===== src/rtl/ecc_pmul_seq.sv =====
// ecc_pmul_seq: operand banks (k, Gx, Gy, Rx, Ry) and launch/capture sequencer for the ECC point-multiply core.
// Build option: define ECC_PMUL_KEY_WIPE_EN to scrub the scalar bank after every run.
module ecc_pmul_seq #(
  parameter int pOPERAND_WIDTH = 256,
  parameter int pWORD_WIDTH    = 32,
  parameter int pNUM_WORDS     = 8,
  parameter int pADDR_W        = 3,
  parameter int pTIMEOUT_W     = 32,
  parameter int pTIMEOUT       = 2**24
) (
  input  logic                   clk,
  input  logic                   rst_n,
  input  logic                   host_wr,
  input  logic [1:0]             host_sel,
  input  logic [pADDR_W-1:0]     host_addr,
  input  logic [pWORD_WIDTH-1:0] host_wdata,
  input  logic                   host_rsel,
  output logic [pWORD_WIDTH-1:0] host_rdata,
  input  logic                   start,
  output logic                   busy,
  output logic                   done,
  output logic                   timeout,
  output logic                   trigger_o,
  output logic                   core_ena,
  input  logic                   core_rdy,
  input  logic [pADDR_W-1:0]     core_k_addr,
  input  logic [pADDR_W-1:0]     core_gx_addr,
  input  logic [pADDR_W-1:0]     core_gy_addr,
  output logic [pWORD_WIDTH-1:0] core_k_word,
  output logic [pWORD_WIDTH-1:0] core_gx_word,
  output logic [pWORD_WIDTH-1:0] core_gy_word,
  input  logic [pADDR_W-1:0]     core_rx_addr,
  input  logic [pADDR_W-1:0]     core_ry_addr,
  input  logic                   core_rx_wren,
  input  logic                   core_ry_wren,
  input  logic [pWORD_WIDTH-1:0] core_rx_word,
  input  logic [pWORD_WIDTH-1:0] core_ry_word
);

  if (pOPERAND_WIDTH != pWORD_WIDTH * pNUM_WORDS) begin : g_width_check
    $error("ecc_pmul_seq: pOPERAND_WIDTH must equal pWORD_WIDTH*pNUM_WORDS");
  end

  // state | meaning
  // IDLE  | no run since reset; host may load operands
  // ARM   | one-cycle core launch pulse
  // RUN   | core computing; rdy handshake and timeout timer active
  // WIPE  | scalar bank scrubbed one word per cycle (key-wipe builds only)
  // DONE  | run finished (normally or by timeout); operands writable
  localparam logic [2:0] S_IDLE = 3'd0;
  localparam logic [2:0] S_ARM  = 3'd1;
  localparam logic [2:0] S_RUN  = 3'd2;
`ifdef ECC_PMUL_KEY_WIPE_EN
  localparam logic [2:0] S_WIPE = 3'd3;
`endif
  localparam logic [2:0] S_DONE = 3'd4;

  localparam logic [pADDR_W:0]      NUM_WORDS_L = (pADDR_W+1)'(pNUM_WORDS);
  localparam logic [pTIMEOUT_W-1:0] TIMER_LAST  = pTIMEOUT_W'(pTIMEOUT - 1);

  typedef logic [pWORD_WIDTH-1:0] word_t;

  function automatic logic addr_ok(input logic [pADDR_W-1:0] a);
    return {1'b0, a} < NUM_WORDS_L;
  endfunction

  logic [2:0]            state_q, state_d;
  logic                  done_q, done_d;
  logic                  timeout_q, timeout_d;
  logic                  rdy_low_q, rdy_low_d;
  logic [pTIMEOUT_W-1:0] timer_q, timer_d;
  word_t                 k_q  [pNUM_WORDS];
  word_t                 k_d  [pNUM_WORDS];
  word_t                 gx_q [pNUM_WORDS];
  word_t                 gx_d [pNUM_WORDS];
  word_t                 gy_q [pNUM_WORDS];
  word_t                 gy_d [pNUM_WORDS];
  word_t                 rx_q [pNUM_WORDS];
  word_t                 rx_d [pNUM_WORDS];
  word_t                 ry_q [pNUM_WORDS];
  word_t                 ry_d [pNUM_WORDS];
  word_t                 host_rdata_q, host_rdata_d;
  word_t                 core_k_word_q, core_k_word_d;
  word_t                 core_gx_word_q, core_gx_word_d;
  word_t                 core_gy_word_q, core_gy_word_d;
  logic                  host_open;
  logic                  run_exit;
`ifdef ECC_PMUL_KEY_WIPE_EN
  localparam logic [pADDR_W-1:0] WIPE_LAST = pADDR_W'(pNUM_WORDS - 1);
  logic [pADDR_W-1:0] wipe_idx_q, wipe_idx_d;
`endif

  assign host_open = (state_q == S_IDLE) || (state_q == S_DONE);

  always_comb begin
    state_d   = state_q;
    done_d    = done_q;
    timeout_d = timeout_q;
    rdy_low_d = rdy_low_q;
    timer_d   = timer_q;
    k_d       = k_q;
    gx_d      = gx_q;
    gy_d      = gy_q;
    rx_d      = rx_q;
    ry_d      = ry_q;
    run_exit  = 1'b0;
`ifdef ECC_PMUL_KEY_WIPE_EN
    wipe_idx_d = wipe_idx_q;
`endif

    // Host writes land on the same edge that accepts start, so the run sees them.
    if (host_wr && host_open && addr_ok(host_addr)) begin
      case (host_sel)
        2'd0:    k_d[host_addr]  = host_wdata;
        2'd1:    gx_d[host_addr] = host_wdata;
        2'd2:    gy_d[host_addr] = host_wdata;
        default: ;
      endcase
    end
    if (core_rx_wren && addr_ok(core_rx_addr)) rx_d[core_rx_addr] = core_rx_word;
    if (core_ry_wren && addr_ok(core_ry_addr)) ry_d[core_ry_addr] = core_ry_word;

    case (state_q)
      S_IDLE, S_DONE: begin
        if (start) begin
          state_d   = S_ARM;
          done_d    = 1'b0;
          timeout_d = 1'b0;
        end
      end
      S_ARM: begin
        state_d   = S_RUN;
        timer_d   = '0;
        rdy_low_d = 1'b0;
      end
      S_RUN: begin
        if (timer_q != '1) timer_d = timer_q + 1'b1;
        if (!core_rdy) rdy_low_d = 1'b1;
        if (rdy_low_q && core_rdy) begin
          run_exit = 1'b1;
        end else if (timer_q == TIMER_LAST) begin
          run_exit  = 1'b1;
          timeout_d = 1'b1;
        end
        if (run_exit) begin
`ifdef ECC_PMUL_KEY_WIPE_EN
          state_d    = S_WIPE;
          wipe_idx_d = '0;
`else
          state_d = S_DONE;
          done_d  = 1'b1;
`endif
        end
      end
`ifdef ECC_PMUL_KEY_WIPE_EN
      S_WIPE: begin
        k_d[wipe_idx_q] = '0;
        if (wipe_idx_q == WIPE_LAST) begin
          state_d = S_DONE;
          done_d  = 1'b1;
        end else begin
          wipe_idx_d = wipe_idx_q + 1'b1;
        end
      end
`endif
      default: state_d = S_IDLE;
    endcase
  end

  // Read ports see the pre-write bank contents, like a BRAM in read-first mode.
  always_comb begin
    host_rdata_d   = '0;
    core_k_word_d  = '0;
    core_gx_word_d = '0;
    core_gy_word_d = '0;
    if (addr_ok(host_addr))    host_rdata_d   = host_rsel ? ry_q[host_addr] : rx_q[host_addr];
    if (addr_ok(core_k_addr))  core_k_word_d  = k_q[core_k_addr];
    if (addr_ok(core_gx_addr)) core_gx_word_d = gx_q[core_gx_addr];
    if (addr_ok(core_gy_addr)) core_gy_word_d = gy_q[core_gy_addr];
  end

  always_ff @(posedge clk or negedge rst_n) begin
    if (!rst_n) begin
      state_q        <= S_IDLE;
      done_q         <= 1'b0;
      timeout_q      <= 1'b0;
      rdy_low_q      <= 1'b0;
      timer_q        <= '0;
      k_q            <= '{default: '0};
      gx_q           <= '{default: '0};
      gy_q           <= '{default: '0};
      rx_q           <= '{default: '0};
      ry_q           <= '{default: '0};
      host_rdata_q   <= '0;
      core_k_word_q  <= '0;
      core_gx_word_q <= '0;
      core_gy_word_q <= '0;
    end else begin
      state_q        <= state_d;
      done_q         <= done_d;
      timeout_q      <= timeout_d;
      rdy_low_q      <= rdy_low_d;
      timer_q        <= timer_d;
      k_q            <= k_d;
      gx_q           <= gx_d;
      gy_q           <= gy_d;
      rx_q           <= rx_d;
      ry_q           <= ry_d;
      host_rdata_q   <= host_rdata_d;
      core_k_word_q  <= core_k_word_d;
      core_gx_word_q <= core_gx_word_d;
      core_gy_word_q <= core_gy_word_d;
    end
  end

`ifdef ECC_PMUL_KEY_WIPE_EN
  always_ff @(posedge clk or negedge rst_n) begin
    if (!rst_n) wipe_idx_q <= '0;
    else        wipe_idx_q <= wipe_idx_d;
  end
`endif

  assign busy         = !host_open;
  assign done         = done_q;
  assign timeout      = timeout_q;
  assign trigger_o    = (state_q == S_RUN);
  assign core_ena     = (state_q == S_ARM);
  assign host_rdata   = host_rdata_q;
  assign core_k_word  = core_k_word_q;
  assign core_gx_word = core_gx_word_q;
  assign core_gy_word = core_gy_word_q;

endmodule


===== config.mk =====
export PLATFORM = sky130hd
export DESIGN_NAME = ecc_pmul_seq
export DESIGN_NICKNAME = d
export VERILOG_FILES = /design/src/rtl/ecc_pmul_seq.sv
export SDC_FILE = /design/constraint.sdc
export NUM_CORES = 2
export LEC_CHECK = 0
export CAP_MARGIN = 20
export CORE_ASPECT_RATIO = 0.75
export CORE_MARGIN = 2
export CORE_UTILIZATION = 60
export DETAILED_ROUTE_END_ITERATION = 6
export MAX_ROUTING_LAYER = met4
export PLACE_DENSITY = 0.79
export SETUP_SLACK_MARGIN = 0.05
export SLEW_MARGIN = 40
export SYNTH_ARGS = -nofsm -noshare
export SYNTH_HDL_FRONTEND = slang
export SYNTH_SLANG_ARGS = --single-unit

===== constraint.sdc =====
create_clock -name clk -period 6.3 [get_ports clk]
set_input_delay 1.26 -clock clk [delete_from_list [all_inputs] [get_ports clk]]
set_output_delay 1.26 -clock clk [all_outputs]
set_load 0.01 [all_outputs]

[Word level (Yosys, flattened, before mapping)]
Index checks and enable logic that the tools add are counted.
Storage, ports and cells
  flip-flop bits (word level): 1446
  word-level logic and storage cells: 141
Operators by class
  $add $sub $neg: 1
  $lt $le $gt $ge: 9
  equality and inequality tests: 13
  mux-type cells: 43
  bitwise operators: 6
  reduce and logical (&&, ||, !) cells: 20
Operator list (count)
  bitwise mux 256 bit: 5
  binary-select mux 32 bit (select 3 bit): 5
  2-to-1 mux 32 bit: 15
  demux 32 bit (select 3 bit): 3
  case mux 32 bit (2 select lines): 1
  adder 32 x 1 -> 32 bit, second input constant: 1
  == test 32 x 24 -> 1 bit, second input constant: 1
  != test 32 bit, second input constant: 1
  >= comparator 4 bit, second input constant: 6
  NOT 3 -> 4 bit: 6
  < comparator 4 x 1 -> 1 bit, second input constant: 3
  AND reduction 2 bit: 6
  case mux 3 bit (3 select lines): 1
  2-to-1 mux 1 bit: 8
  2-to-1 mux 3 bit: 2
  != test 2 x 1 -> 1 bit, second input constant: 3
  != test 2 bit, second input constant: 3
  case mux 1 bit (2 select lines): 3
  logical AND 1 bit: 5
  AND reduction 4 bit: 1
  nonzero test 2 bit: 2
  == test 3 x 1 -> 1 bit, second input constant: 1
  == test 3 x 2 -> 1 bit, second input constant: 1
  == test 3 bit, second input constant: 1
  8 further kinds: 8

[Logic depth before layout (Yosys ltp)]
  depth after elaboration: 6
  mapped depth: 9

[Least setup slack after synthesis]
No wires, ideal clock.
  kind: input-to-reg
  start: in core_k_addr[0]
  end: reg core_k_word_q[0] (netlist: core_k_word[0])
  library setup time: 125 ps
  arrival: 2988 ps
  data required time: 6175 ps
  setup slack: 3187 ps
  stages on the path: 4
  buffers on the path: 2
  cells stage by stage: clkbuf_1 > buf_1 > mux4_2 > mux2_2
On the way
  cells in the longest elaborated chain, start to end: 4
RTL lines
  from (decl): RTL line 26  | input logic [pADDR_W-1:0] core_k_addr,
  NOT 3 -> 4 bit (implied by the code): RTL line 177  | if (addr_ok(core_k_addr)) core_k_word_d = k_q[core_k_addr];
  binary-select mux 32 bit (select 3 bit): RTL line 177
  2-to-1 mux 32 bit (implied by the code) (2 in series): RTL line 177
  named net core_k_word_d[0]: RTL line 83  | word_t core_k_word_q, core_k_word_d;
  to (signal assigned): RTL line 210  | core_k_word_q <= core_k_word_d;
  to (decl): RTL line 83
The timed path passes the listed nets, and every way through them passes these cells. The select of a mux whose other input is x is not followed.
A chain may end at the register's enable or synchronous reset.

[Worst setup path in the final report]
  start: reg state_q[2]
  end: out trigger_o
On the way
  cells in the longest elaborated chain, start to end: 1
RTL lines
  from (decl): RTL line 67  | logic [2:0] state_q, state_d;
  from (signal assigned): RTL line 199  | state_q <= state_d;
  == test 3 x 2 -> 1 bit: RTL line 226  | assign trigger_o = (state_q == S_RUN);
  to (decl): RTL line 23  | output logic trigger_o,
No other way between the ends.

==> flow_results.org <==
** Status
- The flow ran to the end, but the final reports show violations.
- Violations in the final reports :: design-rule violations

** Yosys
- In the synthesized netlist the async set-or-reset flop fraction comes to 1.000.
- The share of the Yosys chip area taken by registers is 0.5805.
- Most used standard cell by instance count after synthesis :: sky130_fd_sc_hd__dfrtp_1
- Syn Inst Count :: approximately 4100
- Adder and majority cell fraction of the synthesized area :: 0.0002007
- For this run, the number of Yosys warnings is 0.
- Main combinational cell family by area after synthesis :: multiplexers
- Yosys mapped a number of flops with a built-in enable equal to 0.
- Of the total synthesized cell area, the portion taken by AND, OR, NAND and NOR gates is 0.02487.
- Mean post-synth cell area :: ~15 µm²
- After synthesis, the most frequently instantiated cells are sky130_fd_sc_hd__dfrtp_1 (1446), sky130_fd_sc_hd__mux2_2 (1422), sky130_fd_sc_hd__clkbuf_1 (211).
- Counting every net in the synthesized netlist gives between 4000 and 5000.
- Measured against the total synthesized area, the mux share comes to 0.3337.
- In the synthesized netlist the dominant register cell turns out to be sky130_fd_sc_hd__dfrtp_1.
- Area share of the largest cell type after synthesis :: 0.5805
- Of all cell types, the one taking the most synthesized area is sky130_fd_sc_hd__dfrtp_1.
- Of the total synthesized cell area, the portion taken by XOR and XNOR cells is 0.
- After synthesis the cells add up to ~62000 µm².
- In this run, distinct cell masters in the synthesized netlist total between 60 and 70.
- Synth Register Bits :: 1446
- The compound-cell area share of the yosys netlist was 0.03880.
- Cell types occupying the most area after synthesis :: sky130_fd_sc_hd__dfrtp_1 (58%), sky130_fd_sc_hd__mux2_2 (26%), sky130_fd_sc_hd__mux4_2 (7.3%)

** Setup path
- STA classifies the critical path startpoint as a register.
- STA puts the critical path data required time at roughly 5.0 ns.
- Top cell family by delay on the critical path :: buffers and inverters
- Of all nets on the critical path, the largest fanout is 33.
- Max stage delay cell, worst path :: sky130_fd_sc_hd__clkdlybuf4s50_1
- Data on the critical path arrives at its endpoint at 2.86 ns.
- The worst setup path is of the reg -> out kind.
- The worst setup path is captured at an output pin.
- On the worst path, the slowest cell contributes a delay of approximately 0.7 ns.
- WP buf/inv :: 3
- Critical-path cell list :: nor2_1 -> nand2_1 -> buf_4 -> inv_1 -> clkdlybuf4s50_1

** Final layout
- Leaving out filler cells and counting taps, the final layout contains roughly 5700.
- At the end of the flow, the number of nets in the layout was 4352.
- Share of final-layout standard cells stronger than drive strength 1 :: 0.4700
- Layout area overhead :: 13.87%

** GRT
- Global routing usage summed across all routing layers :: 0.2980
- Entering global routing, the biggest net connects roughly 110 pins.
- The first global-routing pass estimated about 240 mm of wire.
- Vias in the first global route :: between 30000 and 40000
- Initial antenna violation count :: 21
- Summed over all layers, the global routing overflow is 0.

** CTS
- CTS hold repair buffers :: 0
- The number of setup buffers added after CTS is 0.
- Deepest level of the CTS H-tree :: 4
- After clock tree synthesis, the clock-pin slew on the worst setup and hold paths is around 0.060 ns.
- Max Buffers Root-to-Sink :: 3
- Sinks on Clock Net :: between 1000 and 1500
- CTS tree :: built
- Clock tree root driver cell :: sky130_fd_sc_hd__clkbuf_16
- Gates resized during post-CTS repair numbered 0.
- For the worst-skew pair, the clock arrives at the later sink with an insertion delay of between 0.7 and 0.8 ns.
- Clock buffer count from CTS :: around 140

** Flow run
- The tool flagged a number of max-cap violations equal to 0.

** Timing
- Setup repair after global routing left no endpoint under its margin.
- Hold timing on the final database bottoms out at a slack of between 0.4 and 0.5 ns.
- Count of final hold-check violations :: 0
- Max Clock Freq :: 242.8 MHz
- Share of the clock period used by the worst path :: 0.6538
- Slew at the pin with the worst max-slew slack :: between 0.8 and 0.9 ns
- For the final database, setup skew stands at about 0.023 ns.
- The max-slew violation total from the final report came to 0.
- The worst pin sits at a relative slew slack of 0.4453.
- After routing, the total negative slack on setup checks comes to 0 ns.
- Min Tclk post-route :: between 4 and 5 ns
- Setup-failing EPs final :: 0

** Route
- Wire length per cell after detailed routing :: between 20 and 30 µm
- Vias :: around 36000
- 1st-pass router iterations :: 7
- Dividing the detail-routed via count by the number of cells gives approximately 6.4.
- Final antenna-violating net count :: 0
- DRC Markers :: 3
- The detailed router finished its first iteration with roughly 2800 violations.
- Summed over all layers, the routed wires come to 150.8 mm.

** Placement
- Placed cells :: 5435
- Count of port buffers added during placement :: between 200 and 300
- Routability-driven placement finished with a final weighted congestion of 0.8059.
- Total half-perimeter wirelength after legalization and detailed placement :: slightly below 90 mm

** Floorplan
- The core region is 103100 µm².
- Total die area :: ~110000 µm²
- In this run the core area contains approximately 100 standard-cell rows.
- The initial utilization of the core area, before any placement, comes to 0.6045.
- Measured along the x axis, the die boundary spans between 300 and 400 µm.
- The floorplan step set the die height to about 280 µm.
- For this design the top-level I/O count stands at 257.

** Power and ir drop
- Reg power frac :: 0.490
- Of the total power, combinational logic draws 0.185.
- Ratio of total power to cell area :: 364.7 nW/µm²
- In this run the static leakage power is 31.94 nW.
- For this design the total switching power over the nets is approximately 6.6 mW.
- Switching share of power :: 0.2568
- Across the VDD grid, the largest voltage drop is approximately 230 µV.
- Final total power :: ~26 mW
- Design internal power :: 19.24 mW
- The share of total power dissipated in the clock network is 0.325.

** Worst hold path
- In this run the worst hold path is classified as in -> async.
[power groups by stage]
stage / clock, mW / sequential [mW] / combinational (mW)
final: 8.40 / 12.7 / 4.79
after global routing: 8.94 / 12.9 / 5.17
after CTS: 8.54 / 12.7 / 4.84
after detailed placement: 0 / 12.8 / 4.80
after global placement: 0 / 12.7 / 4.62
after floorplan: 0 / 12.5 / 3.21
[registers in the layout (all words and copies together) (netlist names), 3 cells and up]
name	count
gx_q	256
gy_q	256
k_q	256
ry_q	256
core_gx_word	32
timer_q	32
host_rdata	32
core_gy_word	32
rx_q	256
state_q	3
core_k_word	32
[placed cells by master, fill, tap and decap left out, types with 15 or more instances in the layout]
cell type	synthesis	layout
sky130_fd_sc_hd__diode_2	0	16
sky130_fd_sc_hd__a211oi_1	22	22
sky130_fd_sc_hd__a22oi_1	129	129
sky130_fd_sc_hd__clkbuf_1	211	32
sky130_fd_sc_hd__clkbuf_8	0	35
sky130_fd_sc_hd__clkinv_2	0	25
sky130_fd_sc_hd__dfrtp_1	1446	1446
sky130_fd_sc_hd__clkbuf_16	0	143
sky130_fd_sc_hd__mux2_2	1422	1422
sky130_fd_sc_hd__clkdlybuf4s50_1	0	210
sky130_fd_sc_hd__inv_1	15	15
sky130_fd_sc_hd__buf_2	32	35
sky130_fd_sc_hd__buf_4	0	73
sky130_fd_sc_hd__nor4_1	15	15
sky130_fd_sc_hd__nand2_1	98	82
sky130_fd_sc_hd__a31oi_1	24	24
sky130_fd_sc_hd__mux4_2	203	203
sky130_fd_sc_hd__o211ai_1	20	20
sky130_fd_sc_hd__nand3_1	23	23
sky130_fd_sc_hd__a21oi_1	44	44
sky130_fd_sc_hd__o21ai_0	16	16
sky130_fd_sc_hd__nor2_1	62	54
sky130_fd_sc_hd__mux2i_1	18	18
sky130_fd_sc_hd__nand4_1	22	22
sky130_fd_sc_hd__a22o_1	16	16
[through the flow]
stage / cell area [µm²] / utilization / setup slack (ns)
after detailed placement: 66310 / 0.6431 / 1.884
after floorplan: 62330 / - / 3.187
after CTS: 70940 / 0.6879 / 2.137
after global routing: 70980 / 0.6883 / 2.030
after global placement: 66100 / 0.6410 / 1.929
final: 70980 / 0.6883 / 2.181
[cell families after synthesis]
logic type / count (synthesis)
AO/OA/AOI/OAI: 334
adder cells (fa/ha/maj): 1
buffers and inverters: 345
flip-flops: 1446
multiplexers: 1646
AND/OR/NAND/NOR: 299
[routing by layer]
layer,track usage,part of all wire
met5,-,0
met4,0.09040,0.023
met3,0.05718,0.062
met2,0.4453,0.48
met1,0.4196,0.44
[layout make-up]
class | instances | area [µm²]
timing repair buffer | 345 | 3371
multi-input combinational | 2280 | 25010
clock buffer | 210 | 4180
fill | 6844 | 32140
sequential | 1446 | 36180
antenna | 16 | 40.04
inverter | 15 | 56.30
tap | 1352 | 1692
clock inverter | 44 | 444.2
[worst paths after layout]
kind / depth (start not counted) / to / slack [ns] / start
max in group asynchronous: 3 / rx_q[97] / 4.38 / rst_n
min reg2reg: 1 / k_q[171] / 0.49 / k_q[171]
min: 1 / timer_q[5] / 0.42 / rst_n
min in group clk: 1 / k_q[171] / 0.49 / k_q[171]
max reg2reg: 7 / k_q[40] / 2.97 / state_q[0]
max: 5 / trigger_o / 2.18 / state_q[2]
(Power assumes the default switching activity.)
